`config.mk`:
```
export PLATFORM = sky130hd
export DESIGN_NAME = cmp_int_serial
export DESIGN_NICKNAME = d
export VERILOG_FILES = /design/src/rtl/cmp_serial_pkg.sv /design/src/rtl/cmp_digit.sv /design/src/rtl/cmp_int_serial.sv
export SDC_FILE = /design/constraint.sdc
export NUM_CORES = 1
export LEC_CHECK = 0
export CAP_MARGIN = 40
export CORE_ASPECT_RATIO = 0.75
export CORE_MARGIN = 2
export CORE_UTILIZATION = 40
export DETAILED_ROUTE_END_ITERATION = 10
export GPL_TIMING_DRIVEN = 0
export PLACE_DENSITY = 0.71
export SYNTH_ARGS = -nofsm -noshare
export SYNTH_HDL_FRONTEND = slang
export SYNTH_SLANG_ARGS = --single-unit
```
`constraint.sdc`:
```
create_clock -name clk -period 6.4 [get_ports clk]
set_input_delay 1.28 -clock clk [delete_from_list [all_inputs] [get_ports clk]]
set_output_delay 1.28 -clock clk [all_outputs]
set_load 0.05 [all_outputs]
```
`src/rtl/cmp_serial_pkg.sv`:
```
// Shared types and helpers for the digit-serial integer comparator.
package cmp_serial_pkg;

    // Comparison predicate codes; codes 6 and 7 are reserved and evaluate to 0.
    typedef enum logic [2:0] {
        CMP_GT   = 3'd0,
        CMP_GE   = 3'd1,
        CMP_LT   = 3'd2,
        CMP_LE   = 3'd3,
        CMP_EQ   = 3'd4,
        CMP_NE   = 3'd5,
        CMP_RSV6 = 3'd6,
        CMP_RSV7 = 3'd7
    } cmp_op_e;

    // Controller states.
    typedef enum logic [1:0] {
        IDLE = 2'd0,
        RUN  = 2'd1,
        DONE = 2'd2
    } cmp_state_e;

    // Digit counter width: enough to hold N-1, never narrower than one bit.
    function automatic int cnt_width(input int n);
        return (n <= 1) ? 1 : $clog2(n);
    endfunction

    // Map the resolved lt/eq/gt flags onto the requested predicate.
    function automatic logic cmp_eval(input cmp_op_e op, input logic lt,
                                      input logic eq, input logic gt);
        logic r;
        case (op)
            CMP_GT:  r = gt;
            CMP_GE:  r = gt | eq;
            CMP_LT:  r = lt;
            CMP_LE:  r = lt | eq;
            CMP_EQ:  r = eq;
            CMP_NE:  r = ~eq;
            default: r = 1'b0;
        endcase
        return r;
    endfunction

endpackage

```
`src/rtl/cmp_digit.sv`:
```
// Unsigned compare of one DIGIT-bit slice of each operand.
module cmp_digit #(
    parameter int DIGIT = 1
) (
    input  logic [DIGIT-1:0] a,
    input  logic [DIGIT-1:0] b,
    output logic             lt,
    output logic             eq
);

    assign lt = (a < b);
    assign eq = (a == b);

endmodule

```
`src/rtl/cmp_int_serial.sv`:
```
// Digit-serial signed/unsigned integer comparator, MSB first, DIGIT bits per
// cycle, valid/ready on both sides.
// Optional build macro: CMP_SERIAL_EARLY_EXIT_EN -- leave RUN on the cycle
// the first differing digit resolves instead of always walking all N digits.
module cmp_int_serial
    import cmp_serial_pkg::*;
#(
    parameter int WIDTH = 32,
    parameter int DIGIT = 1
) (
    input  logic             clk,
    input  logic             rst,
    input  logic             in_valid,
    output logic             in_ready,
    input  logic [WIDTH-1:0] A,
    input  logic [WIDTH-1:0] B,
    input  logic [2:0]       op,
    input  logic             is_signed,
    output logic             out_valid,
    input  logic             out_ready,
    output logic             Y,
    output logic             busy
);

    localparam int DIGIT_S = (DIGIT < 1) ? 1 : DIGIT;
    localparam int N       = WIDTH / DIGIT_S;
    localparam int CW      = cnt_width(N);
    localparam logic [WIDTH-1:0] MSB_MASK = {1'b1, {(WIDTH-1){1'b0}}};

    if (WIDTH < 2 || DIGIT < 1 || (WIDTH % DIGIT_S) != 0) begin : g_bad_cfg
        $error("cmp_int_serial: WIDTH must be >= 2 and a multiple of DIGIT >= 1");
    end

    cmp_state_e       state_q, state_d;
    logic [WIDTH-1:0] a_q, a_d;
    logic [WIDTH-1:0] b_q, b_d;
    cmp_op_e          op_q, op_d;
    logic [CW-1:0]    cnt_q, cnt_d;
    logic             lt_q, lt_d;
    logic             gt_q, gt_d;
    logic             eq_q, eq_d;
    logic             y_q, y_d;
    logic             out_valid_q, out_valid_d;
    logic             dig_lt, dig_eq;
    logic             fin;

    cmp_digit #(.DIGIT(DIGIT_S)) u_digit (
        .a  (a_q[WIDTH-1 -: DIGIT_S]),
        .b  (b_q[WIDTH-1 -: DIGIT_S]),
        .lt (dig_lt),
        .eq (dig_eq)
    );

    assign in_ready  = (state_q == IDLE) & ~rst;
    assign busy      = (state_q != IDLE);
    assign out_valid = out_valid_q;
    assign Y         = y_q;

    // Next-state, datapath shift and result computation.
    always_comb begin
        state_d     = state_q;
        a_d         = a_q;
        b_d         = b_q;
        op_d        = op_q;
        cnt_d       = cnt_q;
        lt_d        = lt_q;
        gt_d        = gt_q;
        eq_d        = eq_q;
        y_d         = y_q;
        out_valid_d = out_valid_q;
        fin         = 1'b0;
        case (state_q)
            IDLE: begin
                if (in_valid && in_ready) begin
                    // Flipping the sign bit maps two's complement order onto
                    // unsigned order, so RUN only ever does unsigned compares.
                    a_d     = A ^ (is_signed ? MSB_MASK : '0);
                    b_d     = B ^ (is_signed ? MSB_MASK : '0);
                    op_d    = cmp_op_e'(op);
                    lt_d    = 1'b0;
                    gt_d    = 1'b0;
                    eq_d    = 1'b1;
                    cnt_d   = CW'(N - 1);
                    state_d = RUN;
                end
            end
            RUN: begin
                // The first differing digit decides; later digits are ignored.
                if (eq_q && !dig_eq) begin
                    eq_d = 1'b0;
                    lt_d = dig_lt;
                    gt_d = ~dig_lt;
                end
                a_d   = a_q << DIGIT_S;
                b_d   = b_q << DIGIT_S;
                cnt_d = cnt_q - 1'b1;
`ifdef CMP_SERIAL_EARLY_EXIT_EN
                fin = (cnt_q == '0) || (eq_q && !dig_eq);
`else
                fin = (cnt_q == '0);
`endif
                if (fin) begin
                    state_d     = DONE;
                    out_valid_d = 1'b1;
                    y_d         = cmp_eval(op_q, lt_d, eq_d, gt_d);
                end
            end
            DONE: begin
                if (out_ready) begin
                    state_d     = IDLE;
                    out_valid_d = 1'b0;
                end
            end
            default: state_d = IDLE;
        endcase
    end

    // State and datapath registers; reset discards any transaction in flight.
    always_ff @(posedge clk or posedge rst) begin
        if (rst) begin
            state_q     <= IDLE;
            a_q         <= '0;
            b_q         <= '0;
            op_q        <= CMP_GT;
            cnt_q       <= '0;
            lt_q        <= 1'b0;
            gt_q        <= 1'b0;
            eq_q        <= 1'b1;
            y_q         <= 1'b0;
            out_valid_q <= 1'b0;
        end else begin
            state_q     <= state_d;
            a_q         <= a_d;
            b_q         <= b_d;
            op_q        <= op_d;
            cnt_q       <= cnt_d;
            lt_q        <= lt_d;
            gt_q        <= gt_d;
            eq_q        <= eq_d;
            y_q         <= y_d;
            out_valid_q <= out_valid_d;
        end
    end

endmodule
```
==> results of run 1 <==
cells in the mapped netlist (all sizes together) (2+ instances only):
| cell type | n |
|---|---|
| dfrtp | 78 |
| mux2i | 62 |
| xnor2 | 4 |
| clkbuf | 5 |
| buf | 18 |
| nand2 | 69 |
| or2 | 2 |
| nor2 | 10 |
| nor2b | 3 |
| mux2 | 3 |
| a21oi | 5 |
| a21o | 2 |
| o21ai | 71 |
| inv | 5 |
| ha | 4 |
| nand2b | 3 |
power groups by stage:
stage	Sequential, mW	Clock [mW]	Combinational [mW]
after floorplan	0.778	0	0.500
after global placement	0.779	0	0.683
after detailed placement	0.786	0	0.707
after CTS	0.780	0.555	0.710
after global routing	0.802	0.584	0.799
final	0.780	0.543	0.700
per-stage QoR:
| stage | std cells | hold WS [ns] | total power [mW] |
|---|---|---|---|
| floorplan | 358 | 0.449 | 1.28 |
| global placement | 561 | 0.463 | 1.46 |
| detailed placement | 562 | 0.473 | 1.49 |
| CTS | 578 | 0.479 | 2.04 |
| global route | 578 | 0.506 | 2.18 |
| finish | 578 | 0.473 | 2.02 |
routing by layer:
layer / routed length, um / up-vias / part of all wire, %
li1: - / 1407 / -
met1: 4000 / 1352 / 48
met2: 3730 / 62 / 45
met3: 474 / 6 / 5.7
met4: 46 / 0 / 0.56
met5: 0 / - / 0
path summary, 6_finish.rpt:
check	from	to	depth (start not counted)
max	rst	in_ready	3
min	a_q[1]	a_q[2]	2
max reg2reg	state_q[1]	op_q[2]	4
min reg2reg	a_q[1]	a_q[2]	2
max in group asynchronous	rst	eq_q	3
min in group asynchronous	rst	a_q[21]	2
critical path, delay by kind of cell:
kind | cells | cell delay, ns
and+or+nand+nor | 1 | 0.13
buffers and inverters | 2 | 1.29
area by class of cell:
class / count / area [sq um] / share of cell area (%)
plain buffers: 23 / 181 / 3.61
multi-input cells: 251 / 1600 / 31.8
repair buffers: 76 / 778 / 15.5
well taps: 128 / 160 / 3.18
clock inverters: 6 / 85.1 / 1.69
inverters: 5 / 21.3 / 0.423
flip-flops and latches: 79 / 1980 / 39.3
clock buffers: 10 / 229 / 4.55
cell families after synthesis:
logic type	count (synthesis)	synth area share, %
buf+inv	28	5.30
xor+xnor	4	0.928
compound gates	86	12.4
flops	79	52.4
mux	65	17.3
simple gates	92	10.4
fa+ha+maj	4	1.33
registers in the layout, summed over array words and instances, names as in the netlist:
register,count
gt_q,1
out_valid,1
eq_q,1
cnt_q,5
op_q,3
b_q,32
state_q,2
a_q,32
Y,1
lt_q,1
==> impl_metrics.py, run 1 <==
metrics = {
    "floorplan": {
        "rows": 30,
        "io-pin-count": 76,
        "die_w_um": 116,
        "coreArea_sq_um": 9120,
        "dieHeight_um": 88.1,
        "initial_core_util_pct": 41.4,
        "dieArea_sq_um": 10200,
    },
    "finish": {
        "stdcell_area_sq_um": 5030,
        "final_nets": 521,
        "final_cell_mix": "dfrtp_1, clkdlybuf4s50_1, nand2_1",
        "n_antenna_cell": 0,
        "layout_commonest_cell": "dfrtp_1",
        "drive_gt1_share_pct": 9.56,
        "syn2layout_area_growth_pct": 33.2,
        "n_fill_cell": 843,
        "fin_util_pct": 55.2,
    },
    "synth": {
        "syn_nets": 434,
        "yosys_warnings": 0,
        "synth_edf_count": 0,
        "synth-main-ff-cell": "dfrtp_1",
        "ys_seq_area_share_pct": 52.4,
        "synth.distinct_cells": 35,
        "yosysTopAreaCell": "dfrtp_1",
        "yosysTopAreaCellShare_pct": 51.7,
        "synth_seq_cells": 79,
        "synth_area_leaders": "dfrtp_1, mux2i_1, o21ai_1, nand2_1, buf_8",
        "syn_inst": 358,
        "async_flop_share_pct": 100,
        "syn_area_sq_um": 3780,
        "avgSynthCellArea_sq_um": 10.5,
    },
    "timing": {
        "period_minus_slack_ns": 3.98,
        "tightest_slew_ns": 0.492,
        "tns_ns": 0,
        "skew_ns": 0.00752,
        "hold_violations": 0,
        "fin_ws_ns": 2.42,
        "max_freq_ghz": 0.251,
        "final-setup-viol-count": 0,
        "slew_headroom_pct": 67.1,
        "rsz0062_at_grt": "no",
        "slew_viol_final": 0,
        "finalCritPeriodShare_pct": 62.2,
    },
    "drt": {
        "avgViaCountPerCell": 4.89,
        "drc": 0,
        "dr_total_vias": 2827,
        "wl_um": 8250,
        "drt-initial-drc-count": 120,
        "ant_nets": 0,
        "wire_per_inst_um": 14.3,
        "dr.pass1.iters": 4,
    },
    "critical_path": {
        "critPathMaxStageDelay_ns": 0.80,
        "slowest_stage": "clkdlybuf4s50_1",
        "rrSetupSlack_ns": 4.73,
        "start_kind": "primary input",
        "critPathArrivalTime_ns": 2.70,
        "crit_chain": "clkdlybuf4s50_1 -> nor2_1 -> clkdlybuf4s50_1",
        "critPathMostFrequentCell": "clkdlybuf4s50_1",
        "cp.required_ns": 5.12,
        "crit_type": "in2out",
        "end_kind": "primary output",
        "crit_fanout": 3,
    },
    "power_and_ir_drop": {
        "max-vdd-ir-drop_mv": 0.163,
        "clkPwrFrac_pct": 26.8,
        "power.density_nw_per_um2": 402,
        "p_sw_mw": 0.710,
        "p_comb_share_pct": 34.6,
        "p_leak_nw": 1.98,
        "p_int_mw": 1.31,
        "swShare_pct": 35.1,
        "p_seq_share_pct": 38.6,
    },
    "grt": {
        "grt_use_met3_pct": 6.85,
        "top_usage_layer": "met2",
        "grt_pass1_wl_um": 13700,
        "grtUsageMet1_pct": 24.1,
        "grt_max_degree": 59,
        "grt_use_met2_pct": 26.7,
        "antenna_found_initial": 0,
        "track_usage_pct": 17.5,
        "grt_pass1_vias": 2825,
        "overflow": 0,
    },
    "clock_network": {
        "clockBufferDepth": 2,
        "cts-root-buf": "clkbuf_16",
        "cts_hold_buffers": 0,
        "h-tree-depth": 3,
        "clk-insertion-delay-late_ns": 0.33,
        "clkSlewWorstSetupHoldPaths_ns": 0.06,
        "cts_buffers": 9,
        "cts_resized": 0,
        "cts.sinks": 79,
        "cts_setup_buffers": 0,
        "tritoncts": "yes",
    },
    "status": {
        "outcome": "completed",
    },
    "placement": {
        "io_buffers": 75,
        "placed_area_sq_um": 4720,
        "pre_cts_ws_ns": 2.42,
        "place.gp.congestion": 0.781,
        "dp_hpwl_um": 5720,
    },
    "hold_path": {
        "hp-class": "reg2reg",
    },
    "flow_run": {
        "drv_cap": 0,
    },
}
Power figures use the tool's default switching activity.
==> run 2, diff against run 1 <==
Clock period 6.4 ns to 3.75 ns, I/O delays scaled along.
==> results of run 2 <==
Same layout as run 1 (identical final DEF). Status: completed.
Main changes from that run: setup slack after placement 2.42 ns -> 0.827 ns; setup slack after layout 2.42 ns -> 0.827 ns; register-to-register setup slack 4.73 ns -> 2.08 ns; total power 2.02 mW -> 3.45 mW; worst IR drop on VDD 0.163 mV -> 0.278 mV
